### src/rtl/dmem_arbiter.sv
// dmem_arbiter
//   Shares the single-port data memory between the CPU memory stage and a
//   DMA/debug master. One grant per cycle at most. Ties are broken by
//   round-robin on the last granted port. A DMA locked burst is capped at
//   MAX_BURST beats so the CPU cannot starve.
//   Memory reads are combinational and writes happen on the clock edge, so a
//   grant is a 0-cycle handshake: the winner's access completes in its grant
//   cycle.
//
// Ports
//   clk, reset              clock (rising edge), async active-high reset
//   cpu_req/we/addr/wdata   CPU access request
//   cpu_rdata, cpu_gnt      CPU load data and grant
//   cpu_stall               cpu_req & ~cpu_gnt, sent to the hazard unit
//   dma_req/we/addr/wdata   DMA access request
//   dma_lock                DMA requests a locked burst
//   dma_gnt, dma_rdata      DMA grant and read data
//   mem_we/a/wd, mem_rd     data memory interface
module dmem_arbiter #(
    parameter int unsigned MAX_BURST = 4,
    parameter int unsigned CNT_W     = 4
) (
    input  logic        clk,
    input  logic        reset,
    input  logic        cpu_req,
    input  logic        cpu_we,
    input  logic [31:0] cpu_addr,
    input  logic [31:0] cpu_wdata,
    output logic [31:0] cpu_rdata,
    output logic        cpu_gnt,
    output logic        cpu_stall,
    input  logic        dma_req,
    input  logic        dma_we,
    input  logic [31:0] dma_addr,
    input  logic [31:0] dma_wdata,
    input  logic        dma_lock,
    output logic        dma_gnt,
    output logic [31:0] dma_rdata,
    output logic        mem_we,
    output logic [31:0] mem_a,
    output logic [31:0] mem_wd,
    input  logic [31:0] mem_rd
);

    typedef enum logic {
        ST_IDLE,
        ST_LOCK
    } state_t;

    state_t           st_q, st_d;
    logic [CNT_W-1:0] cnt_q, cnt_d;
    logic             last_q, last_d;   // 0 = CPU, 1 = DMA

    logic             locked_beat;
    logic [CNT_W-1:0] cnt_inc;

    assign cnt_inc = cnt_q + CNT_W'(1);

    always_ff @(posedge clk or posedge reset) begin
        if (reset) begin
            st_q   <= ST_IDLE;
            cnt_q  <= '0;
            last_q <= 1'b1;
        end else begin
            st_q   <= st_d;
            cnt_q  <= cnt_d;
            last_q <= last_d;
        end
    end

    always_comb begin
        st_d    = st_q;
        cnt_d   = cnt_q;
        last_d  = last_q;
        cpu_gnt = 1'b0;
        dma_gnt = 1'b0;

        // A held lock gives the DMA absolute priority. Once the lock or the
        // request drops, this same cycle is arbitrated exactly as in IDLE.
        locked_beat = (st_q == ST_LOCK) && dma_req && dma_lock;

        if (locked_beat) begin
            dma_gnt = 1'b1;
        end else if (cpu_req && dma_req) begin
            if (last_q) begin
                cpu_gnt = 1'b1;
            end else begin
                dma_gnt = 1'b1;
            end
        end else if (cpu_req) begin
            cpu_gnt = 1'b1;
        end else if (dma_req) begin
            dma_gnt = 1'b1;
        end

        // Reset suppresses every access, including an in-flight burst write.
        if (reset) begin
            cpu_gnt = 1'b0;
            dma_gnt = 1'b0;
        end

        if ((st_q == ST_LOCK) && !locked_beat) begin
            st_d  = ST_IDLE;
            cnt_d = '0;
        end

        if (dma_gnt) begin
            last_d = 1'b1;
            if (locked_beat) begin
                if (cnt_inc == CNT_W'(MAX_BURST)) begin
                    st_d  = ST_IDLE;
                    cnt_d = '0;
                end else begin
                    cnt_d = cnt_inc;
                end
            end else if (dma_lock && (MAX_BURST > 1)) begin
                st_d  = ST_LOCK;
                cnt_d = CNT_W'(1);
            end
        end else if (cpu_gnt) begin
            last_d = 1'b0;
        end
    end

    always_comb begin
        if (dma_gnt) begin
            mem_a  = dma_addr;
            mem_wd = dma_wdata;
        end else begin
            mem_a  = cpu_addr;
            mem_wd = cpu_wdata;
        end
    end

    assign mem_we    = (cpu_gnt & cpu_we) | (dma_gnt & dma_we);
    assign cpu_stall = cpu_req & ~cpu_gnt;
    assign cpu_rdata = mem_rd;
    assign dma_rdata = mem_rd;

endmodule

### config.mk
export PLATFORM = sky130hd
export DESIGN_NAME = dmem_arbiter
export DESIGN_NICKNAME = d
export VERILOG_FILES = /design/src/rtl/dmem_arbiter.sv
export SDC_FILE = /design/constraint.sdc
export NUM_CORES = 1
export LEC_CHECK = 0
export CAP_MARGIN = 40
export CORE_AREA = 2 2 117 119
export CTS_BUF_LIST = sky130_fd_sc_hd__clkbuf_4 sky130_fd_sc_hd__clkbuf_8
export CTS_CLUSTER_SIZE = 10
export DETAILED_ROUTE_END_ITERATION = 12
export DIE_AREA = 0 0 119 121
export DONT_BUFFER_PORTS = 1
export PLACE_DENSITY = 0.34
export SLEW_MARGIN = 30
export SYNTH_ARGS = -nofsm -noshare
export SYNTH_HDL_FRONTEND = slang
export SYNTH_SLANG_ARGS = --single-unit
### constraint.sdc
create_clock -name clk -period 4.3 [get_ports clk]
set_input_delay 1.075 -clock clk [delete_from_list [all_inputs] [get_ports clk]]
set_output_delay 1.075 -clock clk [all_outputs]
set_load 0.01 [all_outputs]
==> results.tsv, run 1 <==
metric	value	unit
Sw Share	37.04	%
final hold vios	0	
Worst-Skew Late Latency	0.22	ns
worst clock skew	0.004056	ns
antenna-violating nets left	0	
Slew Viols, Final	0	
Sw Pwr	0.1144	mW
share of cells above drive strength 1	41.82	%
drt first-iter violations	29	
total number of vias	1006	
largest cells by area after synthesis	buf_4, mux2_2, mux2_1, dfrtp_1, buf_6	
top post-synthesis cells by count	buf_4, mux2_2, mux2_1	
cell area after synthesis	1643	um2
hold_buf cts	0	
Ports	299	
Critical R2R Capture	last_q	
worst hold slack	0.5184	ns
Hold EP	cnt_q[2]	
drc violations	0	
total chip power	0.3088	mW
Hold Crit Class	flop to flop	
vias in the first global route	941	
crit path launch type	input port	
Final Critical Period	3.309	ns
global-route wire length before repair	5.775	mm
count of cell types in the netlist	25	
Synth Instances	175	
gpl congestion	0.7708	
Leakage	0.4382	nW
die footprint	14400	um2
vias per cell	3.493	
die width	119	um
area share of the largest cell type after synthesis	30.62	%
power per standard cell area	221.2	nW/um2
initial antenna violation count	2	
Logic pwr share	45.3	%
Clock Pin Slew Worst Setup and Hold Paths	0.04	ns
Max Clk Rate	302.2	MHz
hold depth	1	
MaxCap Viol Count	0	
status	finished clean	
Mapped Avg Cell Area	9.388	um2
grt ovf	0	
sequential share of the synthesized area	9.216	%
port bufs	0	
ys flop type	dfrtp_1	
number of enable flip-flop cells after synthesis	0	
Slew HR	75.74	%
final setup margin	0.9909	ns
register area	151.4	um2
Place WS	0.9696	ns
Die Ht	121	um
root buf cell	clkbuf_8	
Detailed Place HPWL	4.239	mm
r2r setup slk	2.95	ns
Yosys reg bits	6	
Crit Path Class	input port to output port	
hold path start	cnt_q[2]	
multi-input logic area	935.9	um2
area grow syn2layout	-15.00	%
PostCTS Resize Cnt	0	
largest net degree at the start of global routing	68	
clock share of power	31.1	%
CP Capture Type	output port	
post-CTS setup buffers	0	
Bufs on Longest Clock Path	2	
total wire length	4.837	mm
leading area contributor after synthesis	buf_4	
Site Rows	42	
Peak VDD IR	0.1597	mV
Final Net Count	279	
Flop pwr share	23.6	%
Initial Utilization	12.55	%
yosys warns	0	
Worst EP required	3.22	ns
Core Box Area	13090	um2
Num CTS Buffers	3	
CTS Sinks	6	
First-pass DRT Iterations	4	
CTS tree	yes	
Tightest Pin Transition	0.3635	ns
setup_tns	0	ns
reg2reg start	st_q	
maximum fanout along the worst path	67	
syn_nets	343	
post-DR wirelength/cell	16.80	um
Fillers	1491	
total track usage	5.303	%
Reg2Reg Depth	4	
RSZ-0062 raised after global routing	no	
H-tree levels	1	
share of flip-flops with an asynchronous set or reset	100.0	%
fin crit share	76.96	%
final setup vio count	0	
count leader, synth	buf_4	
internal power	0.1944	mW
CP arrival	2.23	ns
Final Util	10.67	%
-- critical path: stages --
cell      delay [ns]
nand2b_1        0.17
a31oi_4         0.18
buf_12          0.33
mux2_1          0.45
-- sequential cells by signal, indices dropped and copies added (netlist names) --
register and flops:
cnt_q 4, last_q 1, st_q 1
-- routing by layer --
metal	up-vias	global-route usage (%)	part of all wire [%]
li1	420	-	-
met1	471	6.307	39
met2	103	8.082	46
met3	12	3.008	13
met4	0	1.637	2.2
met5	-	0	0
-- power by group through the flow --
stage	Combinational [mW]	Sequential [mW]	Clock, mW
floorplan	0.188	0.0711	0
CTS	0.143	0.0727	0.0982
global route	0.149	0.0740	0.106
detailed placement	0.141	0.0733	0
finish	0.140	0.0728	0.0962
global placement	0.141	0.0732	0
-- cell usage in the layout (no fill, tap or decap), types with 3 or more instances in the layout --
master and n:
mux2_2 37, mux2_1 27, dfrtp_1 5, nand2_1 4
a21oi_1 4, a22o_1 3, clkbuf_8 3
-- per-stage QoR --
stage	instances	cell area, um2
after floorplan	175	1643
final	288	1396
after global routing	286	1391
after detailed placement	282	1343
after global placement	282	1343
after CTS	286	1391
-- layout make-up --
| cell class | instances | area share, % |
|---|---|---|
| Clock buffer | 4 | 3.495 |
| Sequential cell | 6 | 10.84 |
| Tap cell | 176 | 15.77 |
| Timing Repair Buffer | 2 | 1.971 |
| Antenna cell | 2 | 0.3584 |
| Multi-Input combinational cell | 96 | 67.03 |
| Inverter | 2 | 0.5376 |
-- logic make-up after synthesis --
group | synth area share [%]
buffers and inverters | 33.82
muxes | 43.87
adders and majority gates | 0.7615
AOI/OAI and AO/OA | 7.312
DFF | 9.216
and+or+nand+nor | 4.494
xor gates and xnor gates | 0.5332
-- worst max path at each step --
stage / start / end / slack [ns] / cells past startpoint
after floorplan: reset / mem_wd[24] / 1.12 / 5
after detailed placement: reset / mem_wd[4] / 0.97 / 4
after global routing: reset / mem_wd[4] / 0.92 / 4
after global placement: reset / mem_wd[4] / 0.98 / 4
after CTS: reset / mem_wd[4] / 0.97 / 4
final: reset / mem_wd[6] / 0.99 / 4
No activity file was read; power rests on OpenSTA's default activity.
==> run 2, diff against run 1 <==
--- a/config.mk
+++ b/config.mk
@@ -5,14 +5,15 @@
 export SDC_FILE = /design/constraint.sdc
 export NUM_CORES = 1
 export LEC_CHECK = 0
+export ABC_AREA = 1
 export CAP_MARGIN = 40
-export CORE_AREA = 2 2 117 119
+export CORE_AREA = 2 2 116 118
 export CTS_BUF_LIST = sky130_fd_sc_hd__clkbuf_4 sky130_fd_sc_hd__clkbuf_8
 export CTS_CLUSTER_SIZE = 10
 export DETAILED_ROUTE_END_ITERATION = 12
-export DIE_AREA = 0 0 119 121
+export DIE_AREA = 0 0 118 120
 export DONT_BUFFER_PORTS = 1
-export PLACE_DENSITY = 0.34
+export PLACE_DENSITY = 0.35
 export SLEW_MARGIN = 30
 export SYNTH_ARGS = -nofsm -noshare
 export SYNTH_HDL_FRONTEND = slang
==> constraint.sdc (replaced) <==
create_clock -name clk -period 3.23 [get_ports clk]
set_input_delay 0.8075 -clock clk [delete_from_list [all_inputs] [get_ports clk]]
set_output_delay 0.8075 -clock clk [all_outputs]
set_load 0.01 [all_outputs]
==> results.tsv, run 2 <==
metric	value	unit
Crit Path Class	input port to output port	
Worst EP required	2.42	ns
syn_nets	501	
Synth Instances	333	
Num CTS Buffers	3	
top post-synthesis cells by count	nand2_1, buf_4, inv_1	
post-CTS setup buffers	0	
Initial Utilization	13.15	%
Max Clk Rate	363.9	MHz
hold_buf cts	0	
drt first-iter violations	85	
CTS tree	yes	
worst hold slack	0.4592	ns
share of flip-flops with an asynchronous set or reset	100.0	%
global-route wire length before repair	7.065	mm
largest cells by area after synthesis	nand2_1, buf_4, dfrtp_1, nand3_1, inv_1	
Ports	299	
ys flop type	dfrtp_1	
Critical R2R Capture	cnt_q[0]	
total wire length	5.437	mm
Leakage	0.8514	nW
root buf cell	clkbuf_8	
Mapped Avg Cell Area	5.125	um2
Slew Viols, Final	0	
maximum fanout along the worst path	38	
fin crit share	85.08	%
number of enable flip-flop cells after synthesis	0	
worst clock skew	0.004638	ns
Clock Pin Slew Worst Setup and Hold Paths	0.04	ns
First-pass DRT Iterations	4	
reg2reg start	last_q	
total track usage	6.473	%
Detailed Place HPWL	4.717	mm
register name with the most flops	cnt_q	
CP Capture Type	output port	
share of cells above drive strength 1	4.943	%
total number of vias	1676	
Worst setup startpoint	reset	
count leader, synth	nand2_1	
leading cell type in the layout, fill and taps excluded	nand2_1	
Final Net Count	432	
drc violations	0	
Regs by FF count	cnt_q: 4 flops, last_q: 1 flops, st_q: 1 flops	
Final Critical Period	2.748	ns
grt ovf	0	
Site Rows	42	
vias in the first global route	1379	
crit path launch type	input port	
Core Box Area	12980	um2
sequential share of the synthesized area	8.871	%
H-tree levels	1	
post-DR wirelength/cell	12.33	um
Worst-Skew Late Latency	0.22	ns
max reg flops	4	
CTS Sinks	6	
area share of the largest cell type after synthesis	46.85	%
yosys warns	0	
total chip power	0.4683	mW
power per standard cell area	324.9	nW/um2
design area	1441	um2
initial antenna violation count	1	
MaxCap Viol Count	0	
leading area contributor after synthesis	nand2_1	
Bufs on Longest Clock Path	2	
worst setup path endpoint	mem_wd[29]	
Reg2Reg Depth	7	
final hold vios	0	
final setup vio count	0	
most frequent cells in the layout	nand2_1, inv_1, nand3_1	
Final Non-Filler Cells	441	
die footprint	14160	um2
placed cells	435	
count of cell types in the netlist	18	
setup_tns	0	ns
Tightest Pin Transition	0.4093	ns
Peak VDD IR	0.09670	mV
status	finished clean	
r2r setup slk	1.81	ns
largest net degree at the start of global routing	39	
Slew HR	72.72	%
PostCTS Resize Cnt	0	
area grow syn2layout	-15.54	%
Hold Crit Class	input port to async pin	
Die Ht	120	um
vias per cell	3.800	
port bufs	0	
cell area after synthesis	1707	um2
Yosys reg bits	6	
die width	118	um
gpl congestion	0.8090	
CP arrival	1.94	ns
antenna-violating nets left	0	
Post-DP Area	1388	um2
RSZ-0062 raised after global routing	no	
run 2: cell count changes after synthesis, sizes merged, moves of 2 or more:
cell | previous run | this run
a21oi | 4 | 0
a22o | 3 | 0
a31oi | 3 | 1
buf | 71 | 76
clkbuf | 0 | 2
inv | 2 | 13
mux2 | 64 | 0
nand2 | 5 | 214
nand2b | 2 | 0
nand3 | 2 | 13
nand4 | 0 | 2
run 2: layout make-up:
class,instances,area [um2]
fill,1509,11540
multi-input combinational,236,937.1
tap,176,220.2
inverter,13,48.80
timing repair buffer,4,30.03
antenna,2,5.005
sequential,6,151.4
clock buffer,4,48.80
run 2: cell families after synthesis:
logic type	after synthesis	share of synthesized area, %
flip-flops	6	8.871
AND/OR/NAND/NOR	231	52.79
AO/OA/AOI/OAI	4	1.393
buffers and inverters	91	36.22
adder cells (fa/ha/maj)	1	0.7330
run 2: through the flow:
step	setup WS, ns	utilization (%)
6_report	0.4819	11.10
5_1_grt	0.3102	11.09
4_1_cts	0.4373	11.07
3_5_place_dp	0.4377	10.69
3_3_place_gp	0.4620	10.69
2_1_floorplan	0.7900	-
run 2: where the power goes:
| part | total, mW | internal, mW | switching, mW |
|---|---|---|---|
| Clock | 0.126 | 0.0933 | 0.0325 |
| Combinational | 0.248 | 0.0617 | 0.187 |
| Sequential | 0.0943 | 0.0857 | 0.00861 |
| Total | 0.468 | 0.241 | 0.228 |
run 2: worst min-delay path by stage:
| stage | to | start | cells after the start | slack, ns |
|---|---|---|---|---|
| 2_1_floorplan | last_q | last_q | 2 | 0.47 |
| 3_3_place_gp | last_q | last_q | 2 | 0.50 |
| 3_5_place_dp | last_q | last_q | 2 | 0.50 |
| 4_1_cts | cnt_q[2] | reset | 1 | 0.46 |
| 5_1_grt | cnt_q[2] | reset | 1 | 0.48 |
| 6_report | cnt_q[2] | reset | 1 | 0.46 |
run 2: metal layers:
metal | global-route usage (%) | vias up | wire (um)
met2 | 11.99 | 163 | 2723
met5 | 0 | - | 0
met4 | 5.120 | 0 | 268
li1 | - | 795 | -
met3 | 2.044 | 19 | 650
met1 | 5.810 | 699 | 1794
run 2: critical path: stages:
cell and delay, ns:
inv_1 0.29, nand2_2 0.13, inv_2 0.07, buf_4 0.34, nand2_1 0.09, nand2_1 0.18
